File: src/rtl/mem_wb_pkg.sv
// mem_wb_pkg: shared types and sizing helpers for the MEM/WB pipeline register.
//   state_t   : occupancy of the 2-entry skid buffer
//   XLEN_DEF  : default data-path width
//   REG_AW_DEF: default register-address width
//   payload_w : width of the packed MEM/WB payload {RegWrite, MemtoReg, mem, alu, rd}
package mem_wb_pkg;

   typedef enum logic [1:0] {
      S_EMPTY = 2'd0,
      S_ONE   = 2'd1,
      S_FULL  = 2'd2
   } state_t;

   localparam int unsigned XLEN_DEF   = 64;
   localparam int unsigned REG_AW_DEF = 5;

   function automatic int unsigned payload_w(input int unsigned xlen, input int unsigned reg_aw);
      return 2 + 2 * xlen + reg_aw;
   endfunction

endpackage

File: src/rtl/pipe_skid2.sv
// pipe_skid2: generic 2-entry skid buffer over a flat payload vector.
// The main entry drives the output; the skid entry catches the one extra item that
// arrives while the consumer stalls. in_ready depends only on registered state.
// Ports:
//   clk, reset (async, active-low), flush (sync squash of all held entries)
//   in_valid/in_ready/in_data   : producer side
//   out_valid/out_ready/out_data: consumer side (out_data = main entry)
module pipe_skid2
   import mem_wb_pkg::*;
#(
   parameter int unsigned W = 8
) (
   input  logic         clk,
   input  logic         reset,
   input  logic         flush,
   input  logic         in_valid,
   output logic         in_ready,
   input  logic [W-1:0] in_data,
   output logic         out_valid,
   input  logic         out_ready,
   output logic [W-1:0] out_data
);

   state_t       state_q;
   logic [W-1:0] main_q;
   logic [W-1:0] skid_q;
   logic         accept;
   logic         pop;

   assign in_ready  = (state_q != S_FULL);
   assign out_valid = (state_q != S_EMPTY);
   assign out_data  = main_q;
   assign accept    = in_valid & in_ready;
   assign pop       = out_valid & out_ready;

   // Flush only clears occupancy; payload keeps stale contents and is masked downstream.
   always_ff @(posedge clk or negedge reset) begin
      if (!reset) begin
         state_q <= S_EMPTY;
         main_q  <= '0;
         skid_q  <= '0;
      end else if (flush) begin
         state_q <= S_EMPTY;
      end else begin
         case (state_q)
            S_EMPTY: begin
               if (accept) begin
                  main_q  <= in_data;
                  state_q <= S_ONE;
               end
            end
            S_ONE: begin
               if (accept && pop) begin
                  main_q <= in_data;
               end else if (accept) begin
                  skid_q  <= in_data;
                  state_q <= S_FULL;
               end else if (pop) begin
                  state_q <= S_EMPTY;
               end
            end
            S_FULL: begin
               if (pop) begin
                  main_q  <= skid_q;
                  state_q <= S_ONE;
               end
            end
            default: state_q <= S_EMPTY;
         endcase
      end
   end

endmodule

File: src/rtl/mem_wb_skid_reg.sv
// mem_wb_skid_reg: MEM/WB pipeline register with valid/ready handshake and a 2-entry
// skid buffer, synchronous flush, MemtoReg write-back mux and Rd=0 write suppression.
// Optional statistics counters are built only when MEM_WB_STATS_EN is defined;
// otherwise stall_cnt/bubble_cnt are tied to 0.
// Ports:
//   clk, reset (async, active-low), flush
//   in_valid/in_ready, RegWrite, MemtoReg, Dataout_Memory, AluOut_in, Rd_in : MEM side
//   out_valid/out_ready, RegWrite_Out, MemtoReg_Out, DataOut, AluOut, Rd_out: WB side
//   wb_data, wb_en          : resolved write-back data and register-file write enable
//   stall_cnt, bubble_cnt   : stalled-cycle and empty-cycle counters
module mem_wb_skid_reg
   import mem_wb_pkg::*;
#(
   parameter int unsigned XLEN   = XLEN_DEF,
   parameter int unsigned REG_AW = REG_AW_DEF,
   parameter int unsigned CNT_W  = 32
) (
   input  logic              clk,
   input  logic              reset,
   input  logic              flush,
   input  logic              in_valid,
   output logic              in_ready,
   input  logic              RegWrite,
   input  logic              MemtoReg,
   input  logic [XLEN-1:0]   Dataout_Memory,
   input  logic [XLEN-1:0]   AluOut_in,
   input  logic [REG_AW-1:0] Rd_in,
   output logic              out_valid,
   input  logic              out_ready,
   output logic              RegWrite_Out,
   output logic              MemtoReg_Out,
   output logic [XLEN-1:0]   DataOut,
   output logic [XLEN-1:0]   AluOut,
   output logic [REG_AW-1:0] Rd_out,
   output logic [XLEN-1:0]   wb_data,
   output logic              wb_en,
   output logic [CNT_W-1:0]  stall_cnt,
   output logic [CNT_W-1:0]  bubble_cnt
);

   localparam int unsigned PW = payload_w(XLEN, REG_AW);

   logic [PW-1:0] in_payload;
   logic [PW-1:0] head_payload;
   logic          head_regwrite;
   logic          head_memtoreg;

   assign in_payload = {RegWrite, MemtoReg, Dataout_Memory, AluOut_in, Rd_in};

   pipe_skid2 #(
      .W (PW)
   ) u_skid (
      .clk       (clk),
      .reset     (reset),
      .flush     (flush),
      .in_valid  (in_valid),
      .in_ready  (in_ready),
      .in_data   (in_payload),
      .out_valid (out_valid),
      .out_ready (out_ready),
      .out_data  (head_payload)
   );

   assign {head_regwrite, head_memtoreg, DataOut, AluOut, Rd_out} = head_payload;

   // Control bits are masked so stale payload after a flush can never cause a write.
   assign RegWrite_Out = head_regwrite & out_valid;
   assign MemtoReg_Out = head_memtoreg & out_valid;
   assign wb_data      = MemtoReg_Out ? DataOut : AluOut;
   assign wb_en        = out_valid & out_ready & RegWrite_Out & (Rd_out != '0);

`ifdef MEM_WB_STATS_EN
   localparam logic [CNT_W-1:0] CntOne = {{(CNT_W-1){1'b0}}, 1'b1};

   logic [CNT_W-1:0] stall_q;
   logic [CNT_W-1:0] bubble_q;

   // Counters survive flush; they wrap naturally at 2^CNT_W.
   always_ff @(posedge clk or negedge reset) begin
      if (!reset) begin
         stall_q  <= '0;
         bubble_q <= '0;
      end else begin
         if (out_valid && !out_ready) stall_q <= stall_q + CntOne;
         if (!out_valid)              bubble_q <= bubble_q + CntOne;
      end
   end

   assign stall_cnt  = stall_q;
   assign bubble_cnt = bubble_q;
`else
   assign stall_cnt  = '0;
   assign bubble_cnt = '0;
`endif

endmodule

File: config.mk
export PLATFORM = sky130hd
export DESIGN_NAME = mem_wb_skid_reg
export DESIGN_NICKNAME = d
export VERILOG_FILES = /design/src/rtl/mem_wb_pkg.sv /design/src/rtl/pipe_skid2.sv /design/src/rtl/mem_wb_skid_reg.sv
export SDC_FILE = /design/constraint.sdc
export NUM_CORES = 1
export LEC_CHECK = 0
export ABC_CLOCK_PERIOD_IN_PS = 5700
export BUFFER_PORTS_ARGS = -buffer_cell sky130_fd_sc_hd__buf_2
export CAP_MARGIN = 20
export CORE_MARGIN = 2
export CORE_UTILIZATION = 40
export DETAILED_ROUTE_END_ITERATION = 6
export MAX_ROUTING_LAYER = met4
export SLEW_MARGIN = 20
export SYNTH_ARGS = -nofsm -noshare
export SYNTH_HDL_FRONTEND = slang
export SYNTH_SLANG_ARGS = --single-unit
File: constraint.sdc
create_clock -name clk -period 5.7 [get_ports clk]
set_input_delay 0.285 -clock clk [delete_from_list [all_inputs] [get_ports clk]]
set_output_delay 0.285 -clock clk [all_outputs]
set_load 0.02 [all_outputs]
; Word-level counts from Yosys, hierarchy flattened
; Cells that the tools add are included.
[op_classes]
n_eq_ne = 10
muxes = 12
bitwise = 8
n_reduce_logical = 8
[ops]
columns = operator, count
row1 = 135-bit two-way mux, 3
row2 = 135-bit case mux with 3 select lines, 1
row3 = 64-bit two-way mux, 1
row4 = 2-bit two-way mux, 6
row5 = 4-bit AND reduction, 2
row6 = 1-bit bitwise AND, 6
row7 = 2-bit by 1-bit inequality test with 1-bit output (second input constant), 3
row8 = 3-bit by 2-bit inequality test with 1-bit output (second input constant), 2
row9 = 2-bit case mux with 3 select lines, 1
row10 = 5-bit AND reduction, 1
row11 = 5-bit nonzero test, 1
row12 = 4-bit by 2-bit inequality test with 1-bit output (second input constant), 1
row13 = 3-bit inequality test (second input constant), 1
row14 = 3-bit nonzero test, 1
row15 = 2-bit by 1-bit == test with 1-bit output (second input constant), 1
row16 = 2-bit == test (second input constant), 1
row17 = 2-bit logical NOT, 1
row18 = 2-bit inequality test (second input constant), 1
row19 = 1-bit NOT, 2
row20 = 2-bit nonzero test, 1
row21 = 1-bit logical AND, 1
[word_totals]
regBits = 272
wordCells = 41

; Longest topological paths before layout
[depth]
ltp_word = 7
ltp_mapped = 6
depth_no_buf = 4

; Cells and area by module
; From an unflattened synthesis, not the netlist that was laid out.
[unflattened]
hier_cells = 878
area_unflattened_um2 = 13481.7
[by_module_without_submodules]
columns = module, n_inst, cells_each, area_each_um2
row1 = pipe_skid2, 1, 737, 11989.0
row2 = mem_wb_skid_reg, 1, 141, 1492.7

; Worst setup path after synthesis
; No wires, ideal clock.
[synth_timing]
kind = reg-to-output
start = register u_skid.state_q[0]
end = output wb_data[14]
arrival_time_ps = 1682
setup_slack_ps = 3733
path_stages_with_launch = 6
path_cell_list = dfrtp_1 -> or2_2 -> nand2_1 -> buf_2 -> buf_2 -> mux2_2
[synth_via]
elab_chain_len = 3
[synth_rtl]
columns = item, line_no
row1 = start: declaration, pipe_skid2.sv:24  ; state_t state_q;
row2 = start signal: assignment, pipe_skid2.sv:39  ; state_q <= S_EMPTY;
row3 = start signal: assignment, pipe_skid2.sv:43  ; state_q <= S_EMPTY;
row4 = start signal: assignment, pipe_skid2.sv:49  ; state_q <= S_ONE;
row5 = 2-bit nonzero test, pipe_skid2.sv:31  ; assign out_valid = (state_q != S_EMPTY);
row6 = net out_valid, mem_wb_skid_reg.sv:28  ; output logic out_valid,
row7 = 1-bit bitwise AND, mem_wb_skid_reg.sv:68  ; assign MemtoReg_Out = head_memtoreg & out_valid;
row8 = 64-bit two-way mux, mem_wb_skid_reg.sv:69  ; assign wb_data = MemtoReg_Out ? DataOut : AluOut;
row9 = end: declaration, mem_wb_skid_reg.sv:35  ; output logic [XLEN-1:0] wb_data,
; The timed path passes the listed nets, and every way through them passes these cells.

; Worst setup path in the final report
[layout_timing]
start = register u_skid.state_q[0]
end = register u_skid.main_q[31] (netlist: u_skid.out_data[31])
[layout_via]
elab_chain_len = 5
elab_cells_between_ends = 14
classes_between = eq/ne: 6 / mux: 1 / bitwise: 2 / reduce/logical: 5
[layout_rtl]
columns = item, line_no
row1 = 2-bit inequality test or 2-bit nonzero test (tied branches), "pipe_skid2.sv:30, pipe_skid2.sv:31"
row2 = "1-bit bitwise AND, on equally long branches", "pipe_skid2.sv:33, pipe_skid2.sv:34"
row3 = 1-bit logical AND, pipe_skid2.sv:53  ; if (accept && pop) begin
row4 = 2-bit by 1-bit inequality test with 1-bit output (no line), --
row5 = 5-bit AND reduction (no line), --
row6 = end signal: assignment, pipe_skid2.sv:48  ; main_q <= in_data;
row7 = end signal: assignment, pipe_skid2.sv:54  ; main_q <= in_data;
row8 = end signal: assignment, pipe_skid2.sv:64  ; main_q <= skid_q;
row9 = end: declaration, pipe_skid2.sv:25  ; logic [W-1:0] main_q;
; Several ways; a longest one is shown, not always the timed one.
; A chain may end at the register's enable or synchronous reset.

==> results.cfg <==
[critical_path]
type_of_element_launching_the_critical_path = flop
worst_ep_arrival_time_ns = 3.89
r2r_slack_ns = 2.23
endpoint_kind = flop
timing.critical_path.fanout_max = 137
crit_type = flop to flop
timing.critical_path.required_ns = 6.12

[cts]
cts.sink_count = 272
tritoncts = built
clock_latency_ns = 0.54
cts_buffer_depth = 3
cts_inserted_buffers = 31
ctsResizeCount = 0
cts.root.buffer_cell = sky130_fd_sc_hd__clkbuf_16
ctsHtreeMaxLevel = 1
clk_transition_reported_paths_ns = 0.06

[sta]
timing.slew.headroom_pct = 32.5
setup_viol = 0
post-route-min-period_ns = 3.47
worstMarginPinSlew_ns = 1.01
final.hold.worst_slack_ns = 0.172
final_min_period_over_clock_period_pct = 60.8
slew_violations = 0
hold_viol = 0
fmax_mhz = 289
setup_total_neg_slack_ns = 0
rsz0062_at_grt = no
finClkSkew_ns = 0.00867

[floorplan]
floorplan.die.height_um = 191
die_x_um = 191
die_area_mm2 = 0.0365
placementRows = 68
initial_util_pct = 40.6
core-area_mm2 = 0.0345
floorplan.io_pins = 406

[logic_synthesis]
yosys_warnings = 0
synth_seq_cells = 272
netlist_instances = 1009
avgSynthCellArea_um2 = 13.9
synth_enable_flop_cells = 0
post-synth-top-count-cell = sky130_fd_sc_hd__mux2_2
synth_flop_cell = sky130_fd_sc_hd__dfrtp_1
yosys-mux-area-fraction_pct = 37.8
netlist_area_mm2 = 0.0140
post_synth_main_area_contributors = sky130_fd_sc_hd__dfrtp_1 (49%), sky130_fd_sc_hd__mux2_2 (37%), sky130_fd_sc_hd__buf_4 (11%), sky130_fd_sc_hd__buf_6 (0.88%), sky130_fd_sc_hd__buf_2 (0.86%)
post-synth-top-area-cell = sky130_fd_sc_hd__dfrtp_1
ys_async_sr_fraction_pct = 100
post_synth_xor_area_fraction_pct = 0
ys_seq_area_share_pct = 48.6
most_common_library_cells_after_synthesis = sky130_fd_sc_hd__mux2_2 (465), sky130_fd_sc_hd__dfrtp_1 (272), sky130_fd_sc_hd__buf_4 (203)
synth.lib_cells_used.distinct = 25
main_combinational_cell_family_by_area_after_synthesis = multiplexers
synth_top_area_share_pct = 48.6
synth-compound-area-share_pct = 0.259
synth_adder_area_share_pct = 0
synth-simple-area-share_pct = 0.464

[grt]
use_met3_pct = 2.74
initial_antenna_violation_count = 2
grt_remaining_overflow = 0
top_usage_layer = met2
grt_first_pass_wirelength_um = 47200
grt_start_max_net_pins = 138
grt.total_usage_pct = 16.6
grt_pass1_vias = 8762
met2_usage_pct = 27.6
gr-usage-met1_pct = 21.2

[layout]
final_area_mm2 = 0.0173
multi_input_comb_area_mm2 = 0.00567
synthesis_to_layout_area_growth_pct = 23.6
final_net_count = 1484
post_route_cells_drive_above_1_share_pct = 63.5
stdcell_count = 1825
fillCellCount = 3064
area.sequential_mm2 = 0.00681

[outcome]
status = completed

[pwr]
tot_pwr_uw = 6460
worst_ir_drop_vdd_mv = 0.269
cellLeakagePower_uw = 0.00797
power.density_cell_area_mw_per_mm2 = 373

[detailed_routing]
detail_route.first_pass.iterations = 3
via_per_inst = 4.69
drt_iter0_drc = 178
drc_errors = 0
final_antenna_net_count = 0
via_count = 8561
detailed_route_wl_um = 30200
drt-wirelength-per-cell_um = 16.5

[place]
post_dp_cell_area_mm2 = 0.0149
gpl.final_weighted_congestion = 0.734
numPlacedInstances = 1628
post_detail_place_hpwl_um = 19100
io_buffers = 341

[job]
max_cap_violations = 0

[hold_path]
hp-class = primary input to flop
-- registers in the layout (all words and copies together) (netlist names) --
signal,cells
u_skid.state_q,2
u_skid.skid_q,135
u_skid.out_data,135
-- routing by layer --
layer / part of all wire (%) / vias up
met5: 0 / -
met4: 2.3 / 0
met3: 4.9 / 38
met2: 49 / 234
met1: 44 / 4319
li1: - / 3970
-- worst max-delay path, stage by stage, from the launching register on --
cell and delay (ns):
sky130_fd_sc_hd__dfrtp_1 0.47, sky130_fd_sc_hd__nor2b_4 0.16, sky130_fd_sc_hd__buf_12 0.57, sky130_fd_sc_hd__o21ai_1 0.27, sky130_fd_sc_hd__a21oi_4 0.17, sky130_fd_sc_hd__buf_4 0.60
sky130_fd_sc_hd__buf_4 0.63, sky130_fd_sc_hd__mux2_2 0.40
-- area by class of cell --
| class | count | area share [%] |
|---|---|---|
| Multi-Input combinational cell | 551 | 32.7 |
| Clock buffer | 48 | 5.48 |
| Clock inverter | 9 | 0.737 |
| Tap cell | 455 | 3.29 |
| Inverter | 2 | 0.0433 |
| Sequential cell | 272 | 39.3 |
| Antenna cell | 2 | 0.0289 |
| Timing Repair Buffer | 486 | 18.4 |
-- what timing repair did --
action,4_1_cts,5_1_grt
hold endpoints to repair,241,0
hold buffers,138,0
setup buffers,0,0
-- report_power, final --
| part | internal (uW) | switching [uW] |
|---|---|---|
| sequential | 2400 | 287 |
| clock | 1270 | 786 |
| combinational | 837 | 877 |
-- placed cells by master (no fill, tap or decap), drive strengths merged, types with 2 or more instances in the layout --
cell         instances
dlygate4sd3        138
conb                64
dfrtp              272
clkinv               6
buf                348
clkbuf              48
nor2                 3
bufinv               3
a21oi                2
inv                  2
mux2               469
diode                2
-- metrics by stage --
stage / setup slack [ns] / util (%)
5_1_grt: 1.91 / 50.1
2_1_floorplan: 3.73 / -
6_report: 2.23 / 50.1
4_1_cts: 2.08 / 50.1
3_5_place_dp: 2.10 / 43.0
3_3_place_gp: 2.14 / 43.0
-- worst paths after layout --
check | from | to | cells past startpoint
worst max-delay path | u_skid.state_q[0] | u_skid.out_data[31] | 7
worst min-delay path | in_valid | u_skid.state_q[0] | 4
worst max register to register | u_skid.state_q[0] | u_skid.out_data[31] | 7
worst min register to register | u_skid.skid_q[84] | u_skid.skid_q[84] | 1
max in group asynchronous | reset | u_skid.skid_q[85] | 3
min in group asynchronous | reset | u_skid.out_data[81] | 2
-- logic make-up (layout without fill, tap and decap cells) --
kind of cell | Yosys count | after routing
multiplexers | 470 | 470
flip-flops | 272 | 272
buffers and inverters | 249 | 545
AND/OR/NAND/NOR | 12 | 12
AO/OA/AOI/OAI | 5 | 5
other | 1 | 66
Note: power is estimated with default switching activity, not from simulation.
